File: src/rtl/drive_seq_pkg.sv
// drive_seq_pkg: shared state encoding for the drive sequencer
package drive_seq_pkg;
  localparam int K_STATE_W = 3;
  typedef enum logic [K_STATE_W-1:0] {
    IDLE     = 3'd0,
    DRIVE    = 3'd1,
    STOPPING = 3'd2,
    DWELL    = 3'd3,
    FAILSAFE = 3'd4
  } drive_state_t;
endpackage

File: src/rtl/drive_sequencer_slew_limiter.sv
// slew_limiter: per-motor power ramp toward a target with an immediate zeroing override
module slew_limiter #(
  parameter int K_RES = 8
) (
  input  logic             i_clk,
  input  logic             i_rst,
  input  logic             i_tick,
  input  logic [K_RES-1:0] i_target,
  input  logic [K_RES-1:0] i_step,
  input  logic             i_force_zero,
  output logic [K_RES-1:0] o_value
);
  logic [K_RES-1:0] value_q, value_d;
  logic [K_RES:0]   up_w, dn_w;
  // Move by at most one step per tick; the extra bit lets a step past either end clamp onto the target
  always_comb begin
    up_w    = {1'b0, value_q} + {1'b0, i_step};
    dn_w    = {1'b0, value_q} - {1'b0, i_step};
    value_d = i_force_zero ? '0
            : !i_tick ? value_q
            : (i_step == '0) ? i_target
            : (value_q < i_target) ? ((up_w > {1'b0, i_target}) ? i_target : up_w[K_RES-1:0])
            : ((dn_w[K_RES] || dn_w[K_RES-1:0] < i_target) ? i_target : dn_w[K_RES-1:0]);
  end
  // Power register
  always_ff @(posedge i_clk)
    value_q <= i_rst ? '0 : value_d;
  assign o_value = value_q;
endmodule

File: src/rtl/drive_sequencer.sv
// drive_sequencer: command latch, watchdog and direction-change FSM feeding per-motor slew limiters
module drive_sequencer
  import drive_seq_pkg::*;
#(
  parameter int K_NMOT = 2,
  parameter int K_RES  = 8,
  parameter int K_TW   = 16
) (
  input  logic                    i_clk,
  input  logic                    i_rst,
  input  logic                    i_tick,
  input  logic                    i_cmd_valid,
  input  logic [K_RES-1:0]        i_power,
  input  logic                    i_reverse,
  input  logic                    i_brake,
  input  logic [K_RES-1:0]        i_ramp_step,
  input  logic [K_TW-1:0]         i_dwell_thr,
  input  logic [K_TW-1:0]         i_timeout_thr,
  input  logic [K_NMOT*K_RES-1:0] i_trim,
  output logic [K_NMOT*K_RES-1:0] o_power,
  output logic                    o_reverse,
  output logic                    o_brake,
  output logic                    o_failsafe,
  output logic [K_STATE_W-1:0]    o_state
);
  drive_state_t            state_q, state_d;
  logic [K_RES-1:0]        req_power_q, req_power_d;
  logic                    req_reverse_q, req_reverse_d, req_brake_q, req_brake_d;
  logic [K_TW-1:0]         wd_q, wd_d, dwell_q, dwell_d;
  logic                    rev_q, rev_d, brake_q, brake_d;
  logic [K_NMOT*K_RES-1:0] tgt_q, tgt_d;
  logic                    failsafe, timeout, all_zero;
  assign failsafe = state_q == FAILSAFE;
  assign timeout  = i_timeout_thr != '0 && wd_q >= i_timeout_thr;
  assign all_zero = o_power == '0;
  // Command latch, saturating watchdog (a command clear beats a same-cycle tick) and brake output
  always_comb begin
    req_power_d   = i_cmd_valid ? i_power : req_power_q;
    req_reverse_d = i_cmd_valid ? i_reverse : req_reverse_q;
    req_brake_d   = i_cmd_valid ? i_brake : req_brake_q;
    wd_d          = i_cmd_valid ? '0 : (i_tick && wd_q != '1) ? wd_q + 1'b1 : wd_q;
    brake_d       = req_brake_q | failsafe;
  end
  // Sequencing FSM; a timeout overrides every other transition outside IDLE and FAILSAFE
  always_comb begin
    state_d = state_q;
    rev_d   = rev_q;
    dwell_d = dwell_q;
    case (state_q)
      IDLE:     if (i_cmd_valid) state_d = DRIVE;
      FAILSAFE: if (i_cmd_valid && i_power == '0 && !i_brake) state_d = DRIVE;
      default:
        if (timeout) state_d = FAILSAFE;
        else if (state_q == DRIVE) begin
          if (req_reverse_q != rev_q) state_d = STOPPING;
        end
        else if (req_reverse_q == rev_q) state_d = DRIVE;
        else if (state_q == STOPPING) begin
          if (all_zero) begin
            state_d = DWELL;
            dwell_d = '0;
          end
        end
        else if (dwell_q == i_dwell_thr) begin
          state_d = DRIVE;
          rev_d   = !rev_q;
        end
        else if (i_tick) dwell_d = dwell_q + 1'b1;
    endcase
  end
  // Per-motor target follows the next state so a stale target can never drive power up while stopping
  always_comb begin
    tgt_d = '0;
    for (int m = 0; m < K_NMOT; m++)
      tgt_d[m*K_RES +: K_RES] = (state_d == DRIVE && !req_brake_q)
        ? ((req_power_q < i_trim[m*K_RES +: K_RES]) ? req_power_q : i_trim[m*K_RES +: K_RES]) : '0;
  end
  // State registers
  always_ff @(posedge i_clk)
    if (i_rst) begin
      state_q       <= IDLE;
      req_power_q   <= '0;
      req_reverse_q <= 1'b0;
      req_brake_q   <= 1'b0;
      wd_q          <= '0;
      dwell_q       <= '0;
      rev_q         <= 1'b0;
      brake_q       <= 1'b1;
      tgt_q         <= '0;
    end else begin
      state_q       <= state_d;
      req_power_q   <= req_power_d;
      req_reverse_q <= req_reverse_d;
      req_brake_q   <= req_brake_d;
      wd_q          <= wd_d;
      dwell_q       <= dwell_d;
      rev_q         <= rev_d;
      brake_q       <= brake_d;
      tgt_q         <= tgt_d;
    end
  for (genvar m = 0; m < K_NMOT; m++) begin : g_mot
    slew_limiter #(.K_RES(K_RES)) u_slew (
      .i_clk        (i_clk),
      .i_rst        (i_rst),
      .i_tick       (i_tick),
      .i_target     (tgt_q[m*K_RES +: K_RES]),
      .i_step       (i_ramp_step),
      .i_force_zero (req_brake_q | failsafe),
      .o_value      (o_power[m*K_RES +: K_RES])
    );
  end
  assign o_reverse  = rev_q;
  assign o_brake    = brake_q;
  assign o_failsafe = failsafe;
  assign o_state    = state_q;
endmodule
File: config.mk
export PLATFORM = sky130hd
export DESIGN_NAME = drive_sequencer
export DESIGN_NICKNAME = d
export VERILOG_FILES = /design/src/rtl/drive_seq_pkg.sv /design/src/rtl/drive_sequencer_slew_limiter.sv /design/src/rtl/drive_sequencer.sv
export SDC_FILE = /design/constraint.sdc
export NUM_CORES = 1
export LEC_CHECK = 0
export BUFFER_PORTS_ARGS = -buffer_cell sky130_fd_sc_hd__buf_2
export CAP_MARGIN = 20
export CORE_MARGIN = 2
export CORE_UTILIZATION = 50
export CTS_CLUSTER_SIZE = 40
export DETAILED_ROUTE_END_ITERATION = 10
export PLACE_DENSITY = 0.7
export SETUP_SLACK_MARGIN = 0.05
export SYNTH_ARGS = -nofsm -noshare
export SYNTH_HDL_FRONTEND = slang
export SYNTH_HIERARCHICAL = 1
export SYNTH_SLANG_ARGS = --single-unit
export TNS_END_PERCENT = 30
File: constraint.sdc
create_clock -name i_clk -period 8.9 [get_ports i_clk]
set_clock_uncertainty 0.2 [all_clocks]
set_input_delay 0.445 -clock i_clk [delete_from_list [all_inputs] [get_ports i_clk]]
set_output_delay 0.445 -clock i_clk [all_outputs]
set_load 0.03 [all_outputs]
==> impl_metrics.csv, run 1 <==
group,metric,value,unit
synthesis,synth_flop_cell,"dfxtp_1",
route,vias,6596,
synthesis,synth_xor_area_share,7.36,%
placed_design,dpl_cell_area,7790,um^2
synthesis,async_flop_share,0,%
route,wl_met2,7850,um
synthesis,netlist_area,7260,um^2
synthesis,synth_cell_types,70,
sta,clock.fmax,240,MHz
synthesis,synth-edff-count,0,
synthesis,synth_seq_cells,79,
synthesis,syn-num-nets,1075,
placed_design,dp.cells,1146,
cells_and_area,layout-area-overhead-vs-synth,11.8,%
floorplanning,die_h,125,um
clock_tree,post_cts_buffers,0,
synthesis,synthMuxAreaShare,5.82,%
cells_and_area,antenna-diode-count,0,
route,wl_per_cell,15.7,um
synthesis,netlist_instances,893,
grt,gr-total-overflow,0,
synthesis,ys_warn_count,6,
sta,slew_violations,0,
route,drt-total-wl,18300,um
floorplanning,ios,92,
cells_and_area,drive_gt1_share,15.4,%
synthesis,synthAdderAreaFrac,19.7,%
clock_tree,clk_latency,0.34,ns
synthesis,avgSynthCellArea,8.13,um^2
route,routed-wl-met3,1140,um
placed_design,dp_hpwl,14700,um
clock_tree,cts_max_level,3,
critical_path,critPathKind,"register to register",
sta,period_needed,4.17,ns
route,drt-initial-drc-count,328,
sta,finalCritPeriodShare,46.8,%
floorplanning,core.rowCount,44,
grt,grt_pass1_wl,30400,um
sta,hold_ws,0.153,ns
placed_design,port_buffers,91,
synthesis,ys_seq_area_share,21.8,%
grt,antenna_found_initial,0,
cells_and_area,layout_commonest_cell,"nor2_1",
sta,setup_viol,0,
pwr,powerDensity,172,nW/um^2
sta,tns,0,ns
sta,worst_slew_pin_slew,1.08,ns
sta,finalHoldViolCount,0,
clock_tree,clock_sinks,79,
synthesis,synth_top_family_by_area,"simple AND/OR/NAND/NOR gates",
clock_tree,clockBufferDepth,2,
route,via_per_inst,5.68,
cells_and_area,post-route-util,56.5,%
cells_and_area,instances_no_fill,1162,
cells_and_area,mostFrequentLayoutCells,"nor2_1, ha_1, buf_2, inv_1, dfxtp_1",
route,drt-met1-wl,9170,um
route,first_pass_iters,5,
cells_and_area,layout.nets,1155,
outcome,status,"finished clean",
clock_tree,numCtsBuffers,9,
cells_and_area,fin_area,8120,um^2
synthesis,yosys.area_share.simple,21.6,%
clock_tree,clkTransAtPathRegs,0.06,ns
clock_tree,cts-hold-fix-buffers,0,
critical_path,endpoint_kind,"register",
grt,grt_util_all_layers,23.6,%
run,drv_cap,0,
placed_design,place.gp.congestion,0.930,
sta,slew_headroom,27.6,%
pwr,power_leakage,3.52,nW
sta,rsz0062_at_grt,"false",
critical_path,worst_ep_arrival_time,4.15,ns
hold_path,hold_path.class,"input port to register",
clock_tree,cts_tree,"yes",
floorplanning,die_width,125,um
critical_path,worstPathMaxFanout,10,
synthesis,synth-compound-area-share,17.2,%
floorplanning,start_util,50.5,%
route,post-route-drc-count,0,
pwr,ir_drop,0.0000869,V
floorplanning,core_area,14400,um^2
clock_tree,cts_resized,0,
grt,grt_pass1_vias,6070,
grt,grt_max_degree,30,
critical_path,cp.required,8.88,ns
clock_tree,cts-root-buf,"clkbuf_16",
floorplanning,fp.dieArea,15500,um^2
route,ant_nets,0,
critical_path,critPathLaunchType,"register",
route,top_layer,"met4",
## cells by family (layout without fill, tap and decap cells)
| logic type | count (synthesis) | count (layout) |
|---|---|---|
| buffers and inverters | 106 | 191 |
| flip-flops | 79 | 79 |
| multiplexers | 40 | 40 |
| adder cells (fa/ha/maj) | 112 | 112 |
| XOR/XNOR | 61 | 61 |
| AO/OA/AOI/OAI | 185 | 185 |
| AND/OR/NAND/NOR | 310 | 310 |
## synthesized netlist by cell type, types with 5 or more instances
library cell,n,share of area [%]
or2_2,5,0.43
clkbuf_1,10,0.52
nand3_1,16,1.1
a22oi_1,6,0.62
dfxtp_1,79,22
ha_1,108,19
nor2_1,110,5.7
o211ai_1,6,0.62
o21ai_0,52,3.6
nand4_1,22,1.9
nor4_1,20,1.7
mux2i_1,28,3.9
a31oi_1,20,1.7
nor2b_1,14,1.2
or3_1,6,0.52
a41oi_1,5,0.60
or4_1,5,0.52
mux2_2,10,1.6
nand2b_1,9,0.78
nor3_1,22,1.5
xor2_1,25,3.0
o21a_1,6,0.62
a21oi_1,42,2.9
xnor2_1,36,4.3
nand2_1,54,2.8
inv_1,83,4.3
## worst paths after layout
kind | start | to | slack [ns] | depth (start not counted)
worst max-delay path | g_mot[1].u_slew/o_value[1] | g_mot[1].u_slew/o_value[4] | 4.73 | 14
worst max register to register | g_mot[1].u_slew/o_value[1] | g_mot[1].u_slew/o_value[4] | 4.73 | 14
worst min-delay path | i_power[7] | req_power_q[7] | 0.15 | 3
worst min register to register | tgt_q[14] | g_mot[1].u_slew/o_value[6] | 0.30 | 2
## state kept, by name, summed over array words and instances (netlist names)
name / count
o_brake: 1
g_mot.u_slew/o_value: 16
o_reverse: 1
dwell_q: 16
req_power_q: 8
req_brake_q: 1
req_reverse_q: 1
wd_q: 16
tgt_q: 16
o_state: 3
## through the flow
| stage | total power, mW | setup slack, ns |
|---|---|---|
| 3_3_place_gp | 0.987 | 4.68 |
| 5_1_grt | 1.49 | 4.38 |
| 2_1_floorplan | 0.858 | 5.05 |
| 4_1_cts | 1.39 | 4.79 |
| 3_5_place_dp | 0.990 | 4.57 |
| 6_report | 1.40 | 4.73 |
## worst max-delay path, cell delays in order, from the launching register on
cell and delay, ns:
dfxtp_1 0.54, ha_1 0.32, nor2b_1 0.15, o31a_1 0.27
o31a_1 0.26, o31ai_1 0.25, xnor2_1 0.16, ha_1 0.32
nand2_1 0.07, nor3_1 0.18, a21oi_1 0.11, nor3_2 0.59
mux2_2 0.40, nand2_1 0.06, a41oi_1 0.13
## layer usage
layer | track usage [%] | up-vias
li1 | - | 3356
met1 | 35.8 | 3026
met2 | 35.5 | 204
met3 | 3.65 | 10
met4 | 4.56 | 0
met5 | 0 | -
## report_power, final
part / internal (mW) / switching [mW]
clock: 0.253 / 0.145
combinational: 0.235 / 0.359
sequential: 0.372 / 0.0338
## cell type report
| type | instances | area [um^2] |
|---|---|---|
| sequential | 79 | 1580 |
| tap | 184 | 230 |
| inverter | 84 | 315 |
| fill | 1360 | 6250 |
| clock inverter | 5 | 81.3 |
| clock buffer | 11 | 243 |
| multi-input combinational | 708 | 5210 |
| timing repair buffer | 91 | 455 |
No activity file was read; power rests on OpenSTA's default activity.
==> inputs of run 2 (changes only) <==
PLACE_DENSITY = 0.73   (was 0.7)
clock period = 3.5 ns   (was 8.9 ns; I/O delays follow)
==> run 2 against run 1 <==
Compared with the run above: the run now ends with negative setup slack left; global-route usage grew 1.4 points; wire length is 9.8% higher; setup slack lost 4.7 ns; sequential share of layout area decreased by 1.9 points; critical path depth rose by 1; hold slack worse by 0.14 ns; flip-flop and latch count unchanged; clock power grew 150%; combinational power grew to 3.3 times the previous value; sequential power grew 150%; critical endpoint is now g_mot[1].u_slew/o_value[2]; largest cell class unchanged.
==> impl_metrics.csv, run 2 (synthesized netlist as in run 1, its figures left out) <==
group,metric,value,unit
sta,finalHoldViolCount,0,
floorplanning,ios,92,
clock_tree,clkTransAtPathRegs,0.06,ns
route,ant_nets,0,
pwr,powerDensity,432,nW/um^2
critical_path,worstSetupStartpoint,"g_mot[1].u_slew/o_value[0]",
cells_and_area,antenna-diode-count,0,
cells_and_area,instances_no_fill,1249,
clock_tree,cts-root-buf,"clkbuf_16",
route,drt-initial-drc-count,443,
grt,grt_max_degree,30,
floorplanning,core.rowCount,44,
grt,grt_pass1_vias,6509,
clock_tree,cts_max_level,3,
route,first_pass_iters,5,
route,drt-total-wl,20100,um
sta,slew_headroom,24.4,%
floorplanning,die_h,125,um
sta,tns,-0.0189,ns
placed_design,post-place-ws,-0.182,ns
clock_tree,numCtsBuffers,9,
critical_path,regToRegSetupSlack,-0.01,ns
grt,gr-total-overflow,0,
pwr,power_leakage,3.99,nW
sta,slew_violations,0,
cells_and_area,layout.nets,1242,
pwr,ir_drop,0.000329,V
floorplanning,start_util,50.5,%
route,post-route-drc-count,0,
critical_path,reg2regPathDepth,15,
placed_design,dp.cells,1193,
grt,antenna_found_initial,0,
cells_and_area,mostFrequentLayoutCells,"nor2_1, ha_1, buf_2, inv_1, dfxtp_1",
sta,hold_ws,0.0133,ns
cells_and_area,drive_gt1_share,24.5,%
critical_path,cp.required,3.51,ns
run,drv_cap,0,
sta,rsz0062_at_grt,"true",
critical_path,worst_ep_arrival_time,3.52,ns
cells_and_area,layout_commonest_cell,"nor2_1",
floorplanning,die_width,125,um
floorplanning,fp.dieArea,15500,um^2
placed_design,dp_hpwl,15300,um
sta,period_needed,3.51,ns
critical_path,critPathLaunchType,"register",
cells_and_area,post-route-util,63.6,%
clock_tree,clockBufferDepth,2,
cells_and_area,layout-area-overhead-vs-synth,25.9,%
critical_path,worstSetupEndpoint,"g_mot[1].u_slew/o_value[2]",
route,via_per_inst,5.64,
outcome,violations,"negative setup slack",
critical_path,reg2reg_from,"g_mot[1].u_slew/o_value[0]",
sta,clock.fmax,285,MHz
critical_path,r2r_end,"g_mot[1].u_slew/o_value[2]",
route,wl_per_cell,16.1,um
sta,fin_ws,-0.0112,ns
grt,grt_util_all_layers,25.0,%
critical_path,worstPathMaxFanout,4,
sta,worst_slew_pin_slew,1.13,ns
hold_path,hold_path.class,"input port to register",
floorplanning,core_area,14400,um^2
outcome,status,"complete, but fails checks",
placed_design,place.gp.congestion,0.915,
route,vias,7047,
sta,setup_viol,4,
critical_path,endpoint_kind,"register",
clock_tree,clock_sinks,79,
grt,grt_pass1_wl,32300,um
clock_tree,cts_tree,"yes",
sta,finalCritPeriodShare,100,%
placed_design,port_buffers,91,
critical_path,critPathKind,"register to register",
clock_tree,clk_latency,0.33,ns
run 2: how the worst min path moves through the flow:
| stage | from | depth (start not counted) | endpoint | slack (ns) |
|---|---|---|---|---|
| global placement | i_reverse | 3 | req_reverse_q | 0.21 |
| CTS | i_trim[4] | 3 | tgt_q[4] | 0.005 |
| finish | i_trim[4] | 3 | tgt_q[4] | 0.01 |
| global route | i_trim[4] | 3 | tgt_q[4] | 0.006 |
| floorplan | i_trim[0] | 2 | tgt_q[0] | 0.12 |
| detailed placement | i_reverse | 3 | req_reverse_q | 0.22 |
run 2: routing by layer:
layer / wire length (um) / global-route usage (%) / vias up
met5: 0 / 0 / -
met4: 280 / 6.28 / 0
met3: 1150 / 3.74 / 23
met2: 8990 / 39.3 / 245
met1: 9650 / 35.9 / 3245
li1: - / - / 3534
run 2: worst max-delay path: stages (launching register included):
cell      delay [ns]
dfxtp_4         0.36
ha_4            0.16
fa_2            0.36
nand2b_4        0.10
a221oi_4        0.06
o21ai_1         0.14
nand2_1         0.11
xnor2_2         0.19
ha_1            0.28
a22oi_1         0.16
o211ai_1        0.11
a31oi_1         0.17
o32a_1          0.32
mux2_4          0.33
a221oi_2        0.25
a21oi_1         0.09
run 2: layout make-up:
class / count / area [um^2]
clock inverters: 5 / 81.3
flip-flops and latches: 79 / 1610
well taps: 184 / 230
repair buffers: 178 / 1190
clock buffers: 11 / 233
fillers: 1181 / 5230
inverters: 84 / 315
multi-input cells: 708 / 5480
run 2: where the power goes:
part	internal [mW]	switching, mW	leakage [nW]
Sequential	0.947	0.0567	0.647
Clock	0.626	0.360	0.150
Combinational	0.885	1.07	3.19
run 2: through the flow:
step           total power, mW  area, um^2
2_1_floorplan             2.20        7310
3_3_place_gp              2.68        8210
3_5_place_dp              2.69        8210
4_1_cts                   3.78        8900
5_1_grt                   4.19        9140
6_report                  3.95        9140
run 2: what timing repair did:
item / in CTS / in global routing
endpoints found under the setup margin: 14 / 16
endpoints found under the hold margin: 23 / 0
buffers inserted: 6 / 11
pin swaps: 15 / 34
hold buffers: 23 / 0
resized for setup: 21 / 34
==> inputs of run 3 (changes only) <==
--- a/config.mk
+++ b/config.mk
@@ -15,2 +15,3 @@
 export SETUP_SLACK_MARGIN = 0.05
+export SLEW_MARGIN = 20
 export SYNTH_ARGS = -nofsm -noshare
--- a/constraint.sdc
+++ b/constraint.sdc
@@ -4,2 +4,2 @@
 set_output_delay 0.175 -clock i_clk [all_outputs]
-set_load 0.03 [all_outputs]
+set_load 0.01 [all_outputs]
==> run 3 against run 2 <==
Compared with the run above: the flow still finishes with violations (negative setup slack); core utilization is 1.0 points higher; final area is 1.6% higher; die area stayed put; setup slack worse by 0.037 ns; via count is 3.4% higher; critical path type unchanged; largest power group unchanged.
==> impl_metrics.csv, run 3 (synthesized netlist as in run 1, its figures left out) <==
group,metric,value,unit
placed_design,place.gp.congestion,0.917,
route,ant_nets,0,
floorplanning,core_area,14400,um^2
run,drv_cap,0,
grt,grt_util_all_layers,26.3,%
critical_path,critPathKind,"register to register",
clock_tree,cts_max_level,3,
route,drt-initial-drc-count,458,
floorplanning,ios,92,
floorplanning,die_h,125,um
grt,grt_pass1_vias,6838,
cells_and_area,fill_cells,1196,
grt,met1_usage,36.4,%
clock_tree,numCtsBuffers,9,
grt,grt_most_used_layer,"met2",
floorplanning,core.rowCount,44,
outcome,status,"complete, but fails checks",
sta,setup_viol,3,
clock_tree,cts-root-buf,"clkbuf_16",
route,first_pass_iters,5,
placed_design,post-place-ws,-0.163,ns
outcome,violations,"negative setup slack",
pwr,power_leakage,4.02,nW
sta,finalHoldViolCount,0,
clock_tree,cts_tree,"yes",
critical_path,worst_ep_arrival_time,3.56,ns
clock_tree,clockBufferDepth,2,
route,post-route-drc-count,0,
sta,slew_violations,0,
route,drt-total-wl,21200,um
critical_path,critPathSlowestCell,"dfxtp_4",
clock_tree,clkTransAtPathRegs,0.06,ns
route,wl_per_cell,16.9,um
placed_design,dp.cells,1198,
grt,grt_pass1_wl,33700,um
critical_path,critPathMaxStageDelay,0.36,ns
grt,antenna_found_initial,1,
critical_path,critPathBufInv,1,
cells_and_area,layout.nets,1246,
grt,grt_max_degree,30,
route,via_per_inst,5.81,
critical_path,cp.required,3.51,ns
cells_and_area,instances_no_fill,1254,
sta,worst_slew_pin_slew,1.03,ns
cells_and_area,mostFrequentLayoutCells,"nor2_1, ha_1, buf_2, inv_1, dfxtp_1",
placed_design,dp_hpwl,15600,um
grt,met3_usage,3.78,%
critical_path,cp_top_family,"compound AO/OA/AOI/OAI gates",
critical_path,cp_cell_sequence,"ha_4, nand2b_1, a221oi_1, o21bai_1, nor2b_1, xnor2_1, ha_1, nor3_1, o21ai_0, o31ai_1, o32a_1, buf_4, mux2_2, nand2_1, a31oi_1",
grt,gr-total-overflow,0,
cells_and_area,drive_gt1_share,26.3,%
sta,finalCritPeriodShare,101,%
placed_design,port_buffers,91,
sta,fin_ws,-0.0481,ns
critical_path,worstPathMaxFanout,4,
grt,met2_usage,41.7,%
floorplanning,die_width,125,um
sta,tns,-0.0646,ns
floorplanning,fp.dieArea,15500,um^2
sta,rsz0062_at_grt,"true",
cells_and_area,layout_commonest_cell,"nor2_1",
sta,period_needed,3.55,ns
critical_path,endpoint_kind,"register",
clock_tree,clk_latency,0.34,ns
route,vias,7285,
cells_and_area,layout-area-overhead-vs-synth,27.9,%
pwr,ir_drop,0.000251,V
sta,clock.fmax,282,MHz
floorplanning,start_util,50.5,%
clock_tree,clock_sinks,79,
sta,slew_headroom,30.9,%
critical_path,critPathLaunchType,"register",
pwr,powerDensity,427,nW/um^2
hold_path,hold_path.class,"input port to register",
-- run 3: timing repair --
action	in CTS	in global routing
pin swaps	25	46
gates resized for setup	36	54
buffers inserted	11	4
hold buffers	24	0
cloned	0	0
endpoints found under the setup margin	16	16
hold endpoints to repair	24	0
-- run 3: report_power, final --
part	internal (mW)	total [mW]	switching, mW
registers	0.947	1.01	0.0600
clock network	0.572	0.937	0.366
logic	0.936	2.02	1.08
total	2.45	3.96	1.51
-- run 3: layer usage --
layer / routed length (um) / share of wire (%)
met3: 1190 / 5.6
met2: 9640 / 45
met5: 0 / 0
met1: 9870 / 47
met4: 520 / 2.4
-- run 3: final cells by class --
cell class / count / area, um^2 / share of cell area [%]
flip-flops and latches: 79 / 1600 / 17.3
clock inverters: 3 / 42.5 / 0.458
inverters: 84 / 315 / 3.39
multi-input cells: 708 / 5620 / 60.5
clock buffers: 13 / 250 / 2.69
well taps: 184 / 230 / 2.48
diodes: 1 / 2.50 / 0.0269
repair buffers: 182 / 1220 / 13.2
-- run 3: per-stage QoR --
stage                     hold WS, ns  utilization (%)  total power [mW]  instance area, um^2
after CTS                      0.0226             62.6              3.75                 8990
after global routing           0.0374             64.6              4.19                 9290
after detailed placement        0.216             57.2              2.68                 8220
after floorplan                 0.122                -              2.15                 7300
after global placement          0.209             57.2              2.66                 8220
final                          0.0219             64.6              3.96                 9290
-- run 3: worst reg2reg max path, stage by stage, from the launching register on --
cell and delay [ns]:
dfxtp_4 0.36, ha_4 0.21, nand2b_1 0.17, a221oi_1 0.26
o21bai_1 0.15, nor2b_1 0.16, xnor2_1 0.28, ha_1 0.31
nor3_1 0.19, o21ai_0 0.12, o31ai_1 0.08, o32a_1 0.29
buf_4 0.17, mux2_2 0.32, nand2_1 0.07, a31oi_1 0.09
-- run 3: final timing paths --
kind | from | endpoint | slack [ns] | depth (start not counted)
worst max-delay path | g_mot[1].u_slew/o_value[1] | g_mot[1].u_slew/o_value[1] | -0.05 | 15
worst min-delay path | i_trim[6] | tgt_q[6] | 0.02 | 3
worst max register to register | g_mot[1].u_slew/o_value[1] | g_mot[1].u_slew/o_value[1] | -0.05 | 15
worst min register to register | tgt_q[11] | g_mot[1].u_slew/o_value[3] | 0.28 | 2
